**src/rtl/branch_ckpt_ctrl.sv**
```systemverilog
// branch_ckpt_ctrl: free-list checkpoint buffer for in-flight branches.
// Each dispatched branch takes a snapshot of the free list into an
// age-ordered circular buffer (head = oldest, tail = next slot). Correctly
// resolved checkpoints retire in order from the head; a mispredict restores
// the free list from its snapshot and squashes it and every younger slot.
// Optional build macro: BRANCH_CKPT_PERF_EN adds saturating counters for
// mispredicts and full-buffer dispatch stalls.

`ifndef PHYS_REG_SZ_R10K
`define PHYS_REG_SZ_R10K 64
`endif

module branch_ckpt_ctrl #(
    parameter int NUM_CKPT = 8,
    parameter int FL_WIDTH = `PHYS_REG_SZ_R10K,
    parameter int ID_BITS  = $clog2(NUM_CKPT)
) (
    input  logic                clock,
    input  logic                reset,
    input  logic                alloc_req,
    input  logic [FL_WIDTH-1:0] alloc_snapshot,
    output logic                alloc_gnt,
    output logic [ID_BITS-1:0]  alloc_id,
    output logic                ckpt_full,
    input  logic                resolve_valid,
    input  logic [ID_BITS-1:0]  resolve_id,
    input  logic                resolve_mispredict,
    output logic [FL_WIDTH-1:0] free_list_restore,
    output logic                restore_flag,
    output logic [NUM_CKPT-1:0] squash_mask,
`ifdef BRANCH_CKPT_PERF_EN
    output logic [31:0]         perf_mispredicts,
    output logic [31:0]         perf_full_stalls,
`endif
    output logic [ID_BITS:0]    num_valid
);

    localparam logic [ID_BITS:0]   FULL_CNT = (ID_BITS+1)'(NUM_CKPT);
    localparam logic [ID_BITS-1:0] ID_ONE   = {{(ID_BITS-1){1'b0}}, 1'b1};

    // Number of set bits in a slot vector.
    function automatic logic [ID_BITS:0] popcount(input logic [NUM_CKPT-1:0] v);
        logic [ID_BITS:0] c;
        c = {(ID_BITS+1){1'b0}};
        for (int i = 0; i < NUM_CKPT; i++) begin
            c = c + {{ID_BITS{1'b0}}, v[i]};
        end
        return c;
    endfunction

    // Slots at the same age as k or younger (distance from head >= that of k),
    // restricted to live slots; this is exactly k..tail-1 when k is live.
    function automatic logic [NUM_CKPT-1:0] younger_or_same(
        input logic [ID_BITS-1:0]  k,
        input logic [ID_BITS-1:0]  head,
        input logic [NUM_CKPT-1:0] live
    );
        logic [NUM_CKPT-1:0] m;
        logic [ID_BITS-1:0]  rel_k;
        logic [ID_BITS-1:0]  rel_i;
        rel_k = k - head;
        m     = {NUM_CKPT{1'b0}};
        for (int i = 0; i < NUM_CKPT; i++) begin
            rel_i = ID_BITS'(i) - head;
            m[i]  = live[i] & (rel_i >= rel_k);
        end
        return m;
    endfunction

    logic [FL_WIDTH-1:0] snap_r [NUM_CKPT];
    logic [NUM_CKPT-1:0] valid_r;
    logic [NUM_CKPT-1:0] done_r;
    logic [ID_BITS-1:0]  head_r;
    logic [ID_BITS-1:0]  tail_r;
    logic [ID_BITS:0]    count_r;

    logic                hit_s;
    logic                mispred_s;
    logic                correct_s;
    logic                release_s;
    logic [NUM_CKPT-1:0] squash_s;
    logic [NUM_CKPT-1:0] valid_next_s;
    logic [NUM_CKPT-1:0] done_next_s;
    logic [ID_BITS-1:0]  head_next_s;
    logic [ID_BITS-1:0]  tail_next_s;
    logic [ID_BITS:0]    count_next_s;

    assign alloc_id  = tail_r;
    assign num_valid = count_r;

    // Resolve classification, squash set, head release and grant decision.
    always_comb begin
        hit_s     = resolve_valid & valid_r[resolve_id];
        mispred_s = hit_s & resolve_mispredict;
        correct_s = hit_s & ~resolve_mispredict;
        squash_s  = mispred_s ? younger_or_same(resolve_id, head_r, valid_r)
                              : {NUM_CKPT{1'b0}};
        // A squashed head cannot also retire this cycle.
        release_s = valid_r[head_r] & done_r[head_r] & ~squash_s[head_r];
        // A mispredict in the same cycle drops the allocation.
        alloc_gnt = alloc_req & ~ckpt_full & ~mispred_s;
    end

    // Next-state for slot flags, pointers and live count.
    always_comb begin
        valid_next_s = valid_r;
        done_next_s  = done_r;
        for (int i = 0; i < NUM_CKPT; i++) begin
            valid_next_s[i] = (valid_r[i] | (alloc_gnt & (tail_r == ID_BITS'(i))))
                              & ~(release_s & (head_r == ID_BITS'(i)))
                              & ~squash_s[i];
            done_next_s[i]  = (done_r[i] | (correct_s & (resolve_id == ID_BITS'(i))))
                              & ~(alloc_gnt & (tail_r == ID_BITS'(i)))
                              & ~(release_s & (head_r == ID_BITS'(i)))
                              & ~squash_s[i];
        end
        head_next_s  = release_s ? (head_r + ID_ONE) : head_r;
        tail_next_s  = mispred_s ? resolve_id
                                 : (alloc_gnt ? (tail_r + ID_ONE) : tail_r);
        count_next_s = count_r
                     + {{ID_BITS{1'b0}}, alloc_gnt}
                     - {{ID_BITS{1'b0}}, release_s}
                     - popcount(squash_s);
    end

    // Checkpoint storage, pointers, count and registered restore outputs.
    always_ff @(posedge clock) begin
        if (reset) begin
            for (int i = 0; i < NUM_CKPT; i++) begin
                snap_r[i] <= {FL_WIDTH{1'b0}};
            end
            valid_r           <= {NUM_CKPT{1'b0}};
            done_r            <= {NUM_CKPT{1'b0}};
            head_r            <= {ID_BITS{1'b0}};
            tail_r            <= {ID_BITS{1'b0}};
            count_r           <= {(ID_BITS+1){1'b0}};
            ckpt_full         <= 1'b0;
            restore_flag      <= 1'b0;
            free_list_restore <= {FL_WIDTH{1'b0}};
            squash_mask       <= {NUM_CKPT{1'b0}};
        end else begin
            if (alloc_gnt) begin
                snap_r[tail_r] <= alloc_snapshot;
            end
            valid_r           <= valid_next_s;
            done_r            <= done_next_s;
            head_r            <= head_next_s;
            tail_r            <= tail_next_s;
            count_r           <= count_next_s;
            ckpt_full         <= (count_next_s == FULL_CNT);
            restore_flag      <= mispred_s;
            free_list_restore <= mispred_s ? snap_r[resolve_id] : {FL_WIDTH{1'b0}};
            squash_mask       <= squash_s;
        end
    end

`ifdef BRANCH_CKPT_PERF_EN
    // Saturating event counters for mispredicts and full-buffer stalls.
    always_ff @(posedge clock) begin
        if (reset) begin
            perf_mispredicts <= 32'd0;
            perf_full_stalls <= 32'd0;
        end else begin
            if (mispred_s && (perf_mispredicts != 32'hFFFF_FFFF)) begin
                perf_mispredicts <= perf_mispredicts + 32'd1;
            end
            if (alloc_req && ckpt_full && (perf_full_stalls != 32'hFFFF_FFFF)) begin
                perf_full_stalls <= perf_full_stalls + 32'd1;
            end
        end
    end
`endif

endmodule

```
**config.mk**
```make
export PLATFORM = sky130hd
export DESIGN_NAME = branch_ckpt_ctrl
export DESIGN_NICKNAME = d
export VERILOG_FILES = /design/src/rtl/branch_ckpt_ctrl.sv
export SDC_FILE = /design/constraint.sdc
export NUM_CORES = 1
export LEC_CHECK = 0
export ABC_AREA = 0
export CORE_MARGIN = 10
export CORE_UTILIZATION = 25
export DETAILED_ROUTE_END_ITERATION = 12
export PLACE_DENSITY = 0.51
export SYNTH_ARGS = -nofsm -noshare
export SYNTH_HDL_FRONTEND = slang
export SYNTH_SLANG_ARGS = --single-unit
```
**constraint.sdc**
```tcl
create_clock -name clock -period 16.45 [get_ports clock]
set_input_delay 4.935 -clock clock [delete_from_list [all_inputs] [get_ports clock]]
set_output_delay 4.935 -clock clock [all_outputs]
set_load 0.02 [all_outputs]
```
# [Yosys cells after proc, flatten, opt, wreduce, memory -nomap -nowiden]
# Memory sizes are Yosys's and may differ from the RTL's. A register that Yosys moved wholly into a read port is not among the register bits.
# Index checks and enable logic that the tools add are counted.
[totals] mem_count=1 ramBits=512 output_inout_bits=82 ff_bits=36 word_cells=210 input_bits=72
[op_classes] order_cmp=10 eq_ne=22 n_mux=19 addsub=21 n_bitwise=123 reduce_logical=6
[mem_list] memory="snap_r" depth=8 word_bits=64 read_ports=1 rd_ports_with_merged_regs=1 wr=8 line="70" rtl="logic [FL_WIDTH-1:0] snap_r [NUM_CKPT];"
[op_table] cell="1-bit bitwise AND" n=79
[op_table] cell="64-bit two-way mux" n=1
[op_table] cell="64-bit OR reduction" n=1
[op_table] cell="3-bit equality test (second input constant)" n=12
[op_table] cell="1-bit NOT" n=28
[op_table] cell="3-bit >= comparator" n=8
[op_table] cell="4-bit by 1-bit adder with 4-bit output" n=5
[op_table] cell="3-bit by 2-bit equality test with 1-bit output (second input constant)" n=6
[op_table] cell="1-bit bitwise OR" n=16
[op_table] cell="1-bit binary-select mux with 3-bit select" n=4
[op_table] cell="3-bit subtractor (first input constant)" n=4
[op_table] cell="1-bit two-way mux" n=10
[op_table] cell="3-bit by 1-bit equality test with 1-bit output (second input constant)" n=3
[op_table] cell="3-bit logical NOT" n=3
[op_table] cell="3-bit two-way mux" n=3
[op_table] cell="3-bit by 4-bit less-than comparator with 1-bit output (second input constant)" n=2
[op_table] cell="8-bit two-way mux" n=1
[op_table] cell="3-bit by 1-bit adder with 3-bit output (second input constant)" n=2
[op_table] cell="1-bit by 3-bit subtractor with 3-bit output (first input constant)" n=2
[op_table] cell="2-bit by 3-bit subtractor with 3-bit output (first input constant)" n=2
[op_table] cell="3-bit by 1-bit adder with 4-bit output" n=1
[op_table] cell="4-bit equality test (second input constant)" n=1
[op_table] cell="4-bit by 1-bit subtractor with 4-bit output" n=1
[op_table] cell="4-bit subtractor" n=1
[op_table] cell="5 further kinds" n=5

# [Logic depth before layout (Yosys ltp)]
# Gate-level depths: netlist (run 1).
[logic_depth] ltp_word=14 depth_mapped=30 depth_no_buf=26

# [Least setup slack after synthesis (run 1)]
# OpenSTA, ideal clock, no wires.
[synth_timing] kind="in2out" from="input resolve_id[0]" to="output alloc_gnt" arrival_time_ps=6144 path_slack_ps=5371 n_path_buf=3 cell_stages=7 required_time_ps=11515 path_cell_list="buf_6 mux4_2 nand2_1 a21o_1 buf_4 and2_1 buf_4"
[synth_via] elab_chain_len=6
[synth_rtl] item="start, declared" line="26" rtl="input logic [ID_BITS-1:0] resolve_id,"
[synth_rtl] item="1-bit binary-select mux with 3-bit select" line="93" rtl="hit_s = resolve_valid & valid_r[resolve_id];"
[synth_rtl] item="1-bit two-way mux (implied by the code)" line="93"
[synth_rtl] item="1-bit bitwise AND" line="93"
[synth_rtl] item="1-bit bitwise AND" line="94" rtl="mispred_s = hit_s & resolve_mispredict;"
[synth_rtl] item="1-bit NOT (no line)"
[synth_rtl] item="1-bit bitwise AND" line="101" rtl="alloc_gnt = alloc_req & ~ckpt_full & ~mispred_s;"
[synth_rtl] item="end, declared" line="22" rtl="output logic alloc_gnt,"
# Every way passes these cells. The select of a mux whose other input is x is not followed.

# [Final worst setup path (run 1)]
# Ends and elaborated chain as after synthesis.

==> qor.txt, run 1 <==
outcome: complete, no violations
Core ar.: 0.107 sq mm
Fill cells: 10,500
combinational share of power: 7.0%
largest net degree at the start of global routing: 74
CP Buf/Inv Count: 2
top sig layer: met5
crit start category: primary input
WP data required: 11,510 ps
Clock Skew: 29.6 ps
I/O pin count: 154
hold_ws: 604 ps
Final Hold Fails: 0
Yosys top cell area share: 57.1%
leakage: 0.0114 uW
Chip Height: 348 um
CTS tree: done
global-route wire length before repair: 106 mm
setup TNS: 0 ps
syn nets: 1,858
RSZ-0062 raised after global routing: no
final setup vio count: 0
fmax: 0.0775 GHz
Routed wire per std cell: 21.6 um
Num CTS Buffers: 67
layout overhead on the synthesized area: 18.6%
Synth area leaders: edfxtp_1 (57%), and2_1 (12%), mux4_2 (11%)
cts hold-fix bufs: 0
clock slew at reported path FFs: 50 ps
P_sw: 785 uW
die area: 0.121 sq mm
Routed Antenna Nets: 0
period utilization: 78.4%
routed wl met3: 3.50 mm
DP Worst Slack: 3460 ps
die span in x: 348 um
Initial DRT Pass Iterations: 4
critical path's largest stage delay: 740 ps
DR vias: 14,500
GRT Overall Usage: 11.7%
area fraction in and, or, nand and nor cells after synthesis: 14.7%
commonest non-fill, non-tap cell in the layout: and2_1
largest family of logic cells by synthesized area: simple AND/OR/NAND/NOR gates
Max-slew headroom: 30.4%
placed instance area: 0.0297 sq mm
Max VDD drop: 0.0636 mV
GP Congestion: 0.798
compound-cell area share of the yosys netlist: 2.11%
# rows: 120
synthesized-area fraction occupied by xor and xnor cells: 0.256%
CP delay by family, top: buffers and inverters
mux cell area share after synthesis: 13.3%
ys flop type: edfxtp_1
multi-input logic area: 0.00878 sq mm
cells along the critical path: buf_8 -> mux4_2 -> nand2b_1 -> a21o_1 -> and2_1 -> clkdlybuf4s50_1
initial antenna violation count: 18
ys async rst share: 0%
Synth cell types: 57
H-tree Lvls: 3
met2 WL: 36.2 mm
DR iter-0 viols: 965
number of setup buffers added after CTS: 0
Int Power: 2800 uW
final wirelength: 71.8 mm
root buffer cell: clkbuf_16
Seq/Total Area, Yosys: 64.5%
crit-path max FO: 73
biggest area consumer among synthesized cells: edfxtp_1
power density over the cells: 112 mW/mm^2
Synthesis Warnings: 0
sequential power share: 49.5%
Worst Setup Path Type: in -> out
vias in the first global route: 16,300
max cap viols: 0
Cell Area, Synth: 0.0269 sq mm
sequential cell area: 0.0174 sq mm
Initial Utilization: 25.2%
CP Data Arrival Time: 7970 ps
clock power share: 43.5%
DP HPWL: 40.7 mm
Sw Share: 21.9%
share of cells above drive strength 1: 14.2%
gr ovfl total: 0
syn_area_per_cell: 15.4 sq um
# clock sinks: 612
Post-Synth Adder-Cell Area: 1.96%
M1 wire length: 30.4 mm
final layout net count: 1,982
Slew @ Worst Pin: 1040 ps
Buffers on Ports: 153
# resized after CTS: 0
Final WS setup: 3550 ps
post-route cell area: 0.0319 sq mm
EDFF count, synth: 512
FF-to-FF setup slack: 9610 ps
Tightest Hold Check Type: reg -> reg
Final Slew Violations: 0
Worst-Skew Late Latency: 610 ps
vias per std cell: 4.38
Syn Inst Count: 1,748
# DRC: 0
slowest stage cell, crit path: clkdlybuf4s50_1
fin crit period: 12,900 ps
most frequent cells in the layout: and2_1 (513), edfxtp_1 (512), clkdlybuf4s50_1 (150)
CP endpoint kind: output port
Max Root-Sink Buffers: 3
post-synthesis register bit count: 612
-- worst reg2reg max path, stage by stage, from the launching register on --
cell and delay, ps:
dfxtp_1 630, inv_1 340, fa_1 520, xor2_2 190, xnor2_1 370, inv_1 190, ha_1 340, nand2_1 60
nor3_1 230, o21ai_0 120, o211a_1 160, o31ai_1 280, a32oi_1 170, fa_1 470, ha_1 320, fa_1 540
inv_1 50, fa_1 470, inv_1 50, fa_1 350, inv_1 70, ha_1 150, xnor2_1 130, xnor2_1 150
xnor2_1 140, nor2_1 70, and3_1 180
-- cell families (layout without fill, tap and decap cells) --
logic type,count (synthesis),after routing
simple gates,672,672
buf+inv,143,314
fa+ha+maj,38,38
xor+xnor,7,7
other cells,0,1
flops,612,612
mux,196,196
compound gates,80,80
-- cell type report --
| cell class | count | area share [%] |
|---|---|---|
| Timing Repair Buffer | 173 | 5.28 |
| Clock buffer | 89 | 5.86 |
| Sequential cell | 612 | 54.4 |
| Clock inverter | 27 | 1.18 |
| Antenna cell | 1 | 0.00784 |
| Inverter | 25 | 0.294 |
| Tap cell | 1403 | 5.50 |
| Multi-Input combinational cell | 993 | 27.5 |
-- flip-flops by register name, summed over array words and instances (netlist names) --
name               flops
snap_r               512
head_r                 3
num_valid              4
done_r                 8
alloc_id               3
restore_flag           1
ckpt_full              1
valid_r                8
free_list_restore     64
squash_mask            8
-- synth_stat cells (all sizes together), types with 3 or more instances --
library cell and count:
and2 513, edfxtp 512, mux4 130, dfxtp 100, nor2 96, buf 86, mux2i 65, clkbuf 32
ha 31, inv 24, a21oi 23, nand2 13, and3 10, or2 10, a31oi 9, nand2b 9
nor2b 8, fa 7, nor3 7, xnor2 6, a21o 5, a311oi 5, o21ai 5, a211oi 4
o211ai 4, a2111o 3, nand3 3, o21bai 3
-- stage by stage --
step | utilization [%] | power (uW) | cells
final | 29.8 | 3580 | 3323
after global routing | 29.8 | 3710 | 3323
after CTS | 29.8 | 3640 | 3322
after detailed placement | 27.7 | 2070 | 3206
after global placement | 27.7 | 2060 | 3206
after floorplan | - | 1960 | 1748
-- worst paths after layout --
kind / start / endpoint / depth (start not counted)
worst max-delay path: resolve_id[0] / alloc_gnt / 6
worst min-delay path: done_r[4] / done_r[4] / 3
worst max register to register: head_r[1] / ckpt_full / 26
worst min register to register: done_r[4] / done_r[4] / 3
-- power groups by stage --
stage | clock [uW] | combinational (uW) | sequential (uW)
floorplan | 0 | 154 | 1800
finish | 1560 | 251 | 1770
global placement | 0 | 256 | 1800
global route | 1660 | 274 | 1780
detailed placement | 0 | 259 | 1810
CTS | 1600 | 259 | 1780
-- per-layer routing --
metal	vias to the layer above	GRT usage, %
li1	6608	-
met1	7476	14.2
met2	310	20.6
met3	124	2.54
met4	22	3.54
met5	-	0
Note: power is estimated with default switching activity, not from simulation.
==> run 2: changes to the inputs <==
==> constraint.sdc (replaced) <==
create_clock -name clock -period 12 [get_ports clock]
set_input_delay 3.6 -clock clock [delete_from_list [all_inputs] [get_ports clock]]
set_output_delay 3.6 -clock clock [all_outputs]
set_load 0.02 [all_outputs]
==> run 2 against run 1 <==
  * Via count up 0.24%
  * Clock power up 35%
  * Sequential power up 37%
  * Die area unchanged
  * Setup slack worse by 1800 ps
  * First-iteration DRC count up 6.3%
  * Final area about the same
  * Wire length down 0.35%
==> qor.txt, run 2 (synthesis gave the netlist of run 1 again) <==
crit-path max FO: 75 (was 73)
RSZ-0062 raised after global routing: no (unchanged)
cells along the critical path: buf_8 -> mux4_2 -> nand2b_1 -> a21o_1 -> and2_1 -> clkdlybuf4s50_1 (unchanged)
Hold Path End: squash_mask[6] (was done_r[4])
power density over the cells: 153 mW/mm^2 (was 112 mW/mm^2)
Chip Height: 348 um (unchanged)
fin crit period: 10,230 ps
Top reg by flops: snap_r (unchanged)
Max-slew headroom: 26.8% (was 30.4%)
root buffer cell: clkbuf_16 (unchanged)
number of flip-flops in the largest register: 512 (unchanged)
CP endpoint kind: output port (unchanged)
final layout net count: 1,984 (was 1,982)
CP delay by family, top: buffers and inverters (unchanged)
# resized after CTS: 0 (unchanged)
# clock sinks: 612 (unchanged)
GP Congestion: 0.777 (was 0.798)
CP Data Arrival Time: 6630 ps (was 7970 ps)
final wirelength: 71.5 mm (was 71.8 mm)
max cap viols: 0 (unchanged)
I/O pin count: 154 (unchanged)
Max Root-Sink Buffers: 3 (unchanged)
Num CTS Buffers: 70 (was 67)
Tightest Hold Check Type: reg -> reg (unchanged)
r2r startpoint: head_r[1] (unchanged)
vias per std cell: 4.37 (was 4.38)
Buffers on Ports: 153 (unchanged)
Core ar.: 0.107 sq mm (unchanged)
largest net degree at the start of global routing: 85 (was 74)
share of cells above drive strength 1: 14.0% (was 14.2%)
Max VDD drop: 0.0918 mV (was 0.0636 mV)
Finished Layout Cells: 3,335 (was 3,323)
worst reg2reg path depth: 26 (unchanged)
worst r2r dst: ckpt_full (unchanged)
Final Hold Fails: 0 (unchanged)
die area: 0.121 sq mm (unchanged)
DR vias: 14,600 (was 14,500)
Initial Utilization: 25.2% (unchanged)
Worst-Skew Late Latency: 610 ps (about the same)
# DRC: 0 (unchanged)
Sw Share: 22.3% (was 21.9%)
DR iter-0 viols: 1,026 (was 965)
Routed wire per std cell: 21.4 um (was 21.6 um)
CTS tree: done (unchanged)
clock slew at reported path FFs: 50 ps (about the same)
Routed Antenna Nets: 0 (unchanged)
combinational share of power: 7.0% (about the same)
period utilization: 85.3%
Hold Path Stages: 2 (was 3)
CP Buf/Inv Count: 2 (unchanged)
leakage: 0.0114 uW (about the same)
cts hold-fix bufs: 0 (unchanged)
dpl cells: 3,205 (was 3,206)
fmax: 0.0977 GHz
most frequent cells in the layout: and2_1 (513), edfxtp_1 (512), clkdlybuf4s50_1 (150) (unchanged)
FF-to-FF setup slack: 5130 ps (was 9610 ps)
Slew @ Worst Pin: 1100 ps (was 1040 ps)
final setup vio count: 0 (unchanged)
placed instance area: 0.0297 sq mm (about the same)
P_sw: 1090 uW (was 785 uW)
crit start category: primary input (unchanged)
HP Start: valid_r[6] (was done_r[4])
setup TNS: 0 ps (unchanged)
commonest non-fill, non-tap cell in the layout: and2_1 (unchanged)
post-route cell area: 0.0319 sq mm (about the same)
sequential power share: 49.9% (was 49.5%)
# rows: 120 (unchanged)
Int Power: 3790 uW (was 2800 uW)
layout overhead on the synthesized area: 18.5% (was 18.6%)
hold_ws: 575 ps (was 604 ps)
H-tree Lvls: 3 (unchanged)
die span in x: 348 um (unchanged)
Worst Setup Path Type: in -> out (unchanged)
top flop regs: snap_r x512, free_list_restore x64 (unchanged)
GRT Overall Usage: 11.7% (about the same)
clock power share: 43.1% (was 43.5%)
initial antenna violation count: 16 (was 18)
gr ovfl total: 0 (unchanged)
Clock Skew: 27.2 ps (was 29.6 ps)
global-route wire length before repair: 106 mm (about the same)
Final Slew Violations: 0 (unchanged)
slowest stage cell, crit path: clkdlybuf4s50_1 (unchanged)
DP HPWL: 40.1 mm (was 40.7 mm)
number of setup buffers added after CTS: 0 (unchanged)
Initial DRT Pass Iterations: 5 (was 4)
WP data required: 8400 ps (was 11,510 ps)
outcome: complete, no violations (unchanged)
critical path's largest stage delay: 720 ps (was 740 ps)
vias in the first global route: 16,100 (was 16,300)
[run 2: changes by cell type in the layout (fill, tap and decap cells not counted), sizes merged]
cell	change
buf	-1
clkinvlp	-1
bufinv	-4
inv	-4
clkinv	+11
diode	+1
clkbuf	+10
[run 2: worst max-delay path by stage]
stage                       start         to  cells after the start
floorplan           resolve_id[0]  ckpt_full                     30
global placement    resolve_id[0]  alloc_gnt                      6
detailed placement  resolve_id[0]  alloc_gnt                      6
CTS                 resolve_id[0]  alloc_gnt                      6
global route        resolve_id[0]  alloc_gnt                      6
finish              resolve_id[0]  alloc_gnt                      6
[run 2: cell type report]
cell class                      count  area [sq um]
Fill cell                       10600         75100
Sequential cell                   612         17400
Multi-Input combinational cell    993          8780
Clock buffer                       99          1940
Tap cell                         1403          1760
Timing Repair Buffer              172          1680
Clock inverter                     29           293
Inverter                           25          93.8
Antenna cell                        2          5.00
[run 2: worst min-delay path: stages, from the launching register on]
cell and delay [ps]:
dfxtp_1 350, nand2_1 100, nor2_1 70
[run 2: per-stage QoR]
stage | setup slack (ps) | util, % | total power (uW)
floorplan | 2390 | - | 2680
detailed placement | 1650 | 27.7 | 2830
global placement | 1680 | 27.7 | 2820
CTS | 1630 | 29.8 | 4960
finish | 1770 | 29.8 | 4880
global route | 1490 | 29.8 | 5070
[run 2: metal layers]
metal  track usage (%)  vias to the layer above  part of all wire, %
met1              14.1                     7506                   42
met4              4.07                       24                  2.6
met2              19.9                      300                   50
met5                 0                        -                 0.19
li1                  -                     6609                    -
met3              3.00                      136                  5.2
[run 2: power by group through the flow]
stage / logic (uW) / clock network (uW) / registers [uW]
2_1_floorplan: 212 / 0 / 2470
3_3_place_gp: 349 / 0 / 2470
3_5_place_dp: 353 / 0 / 2480
4_1_cts: 354 / 2170 / 2430
5_1_grt: 374 / 2260 / 2440
6_report: 343 / 2100 / 2430
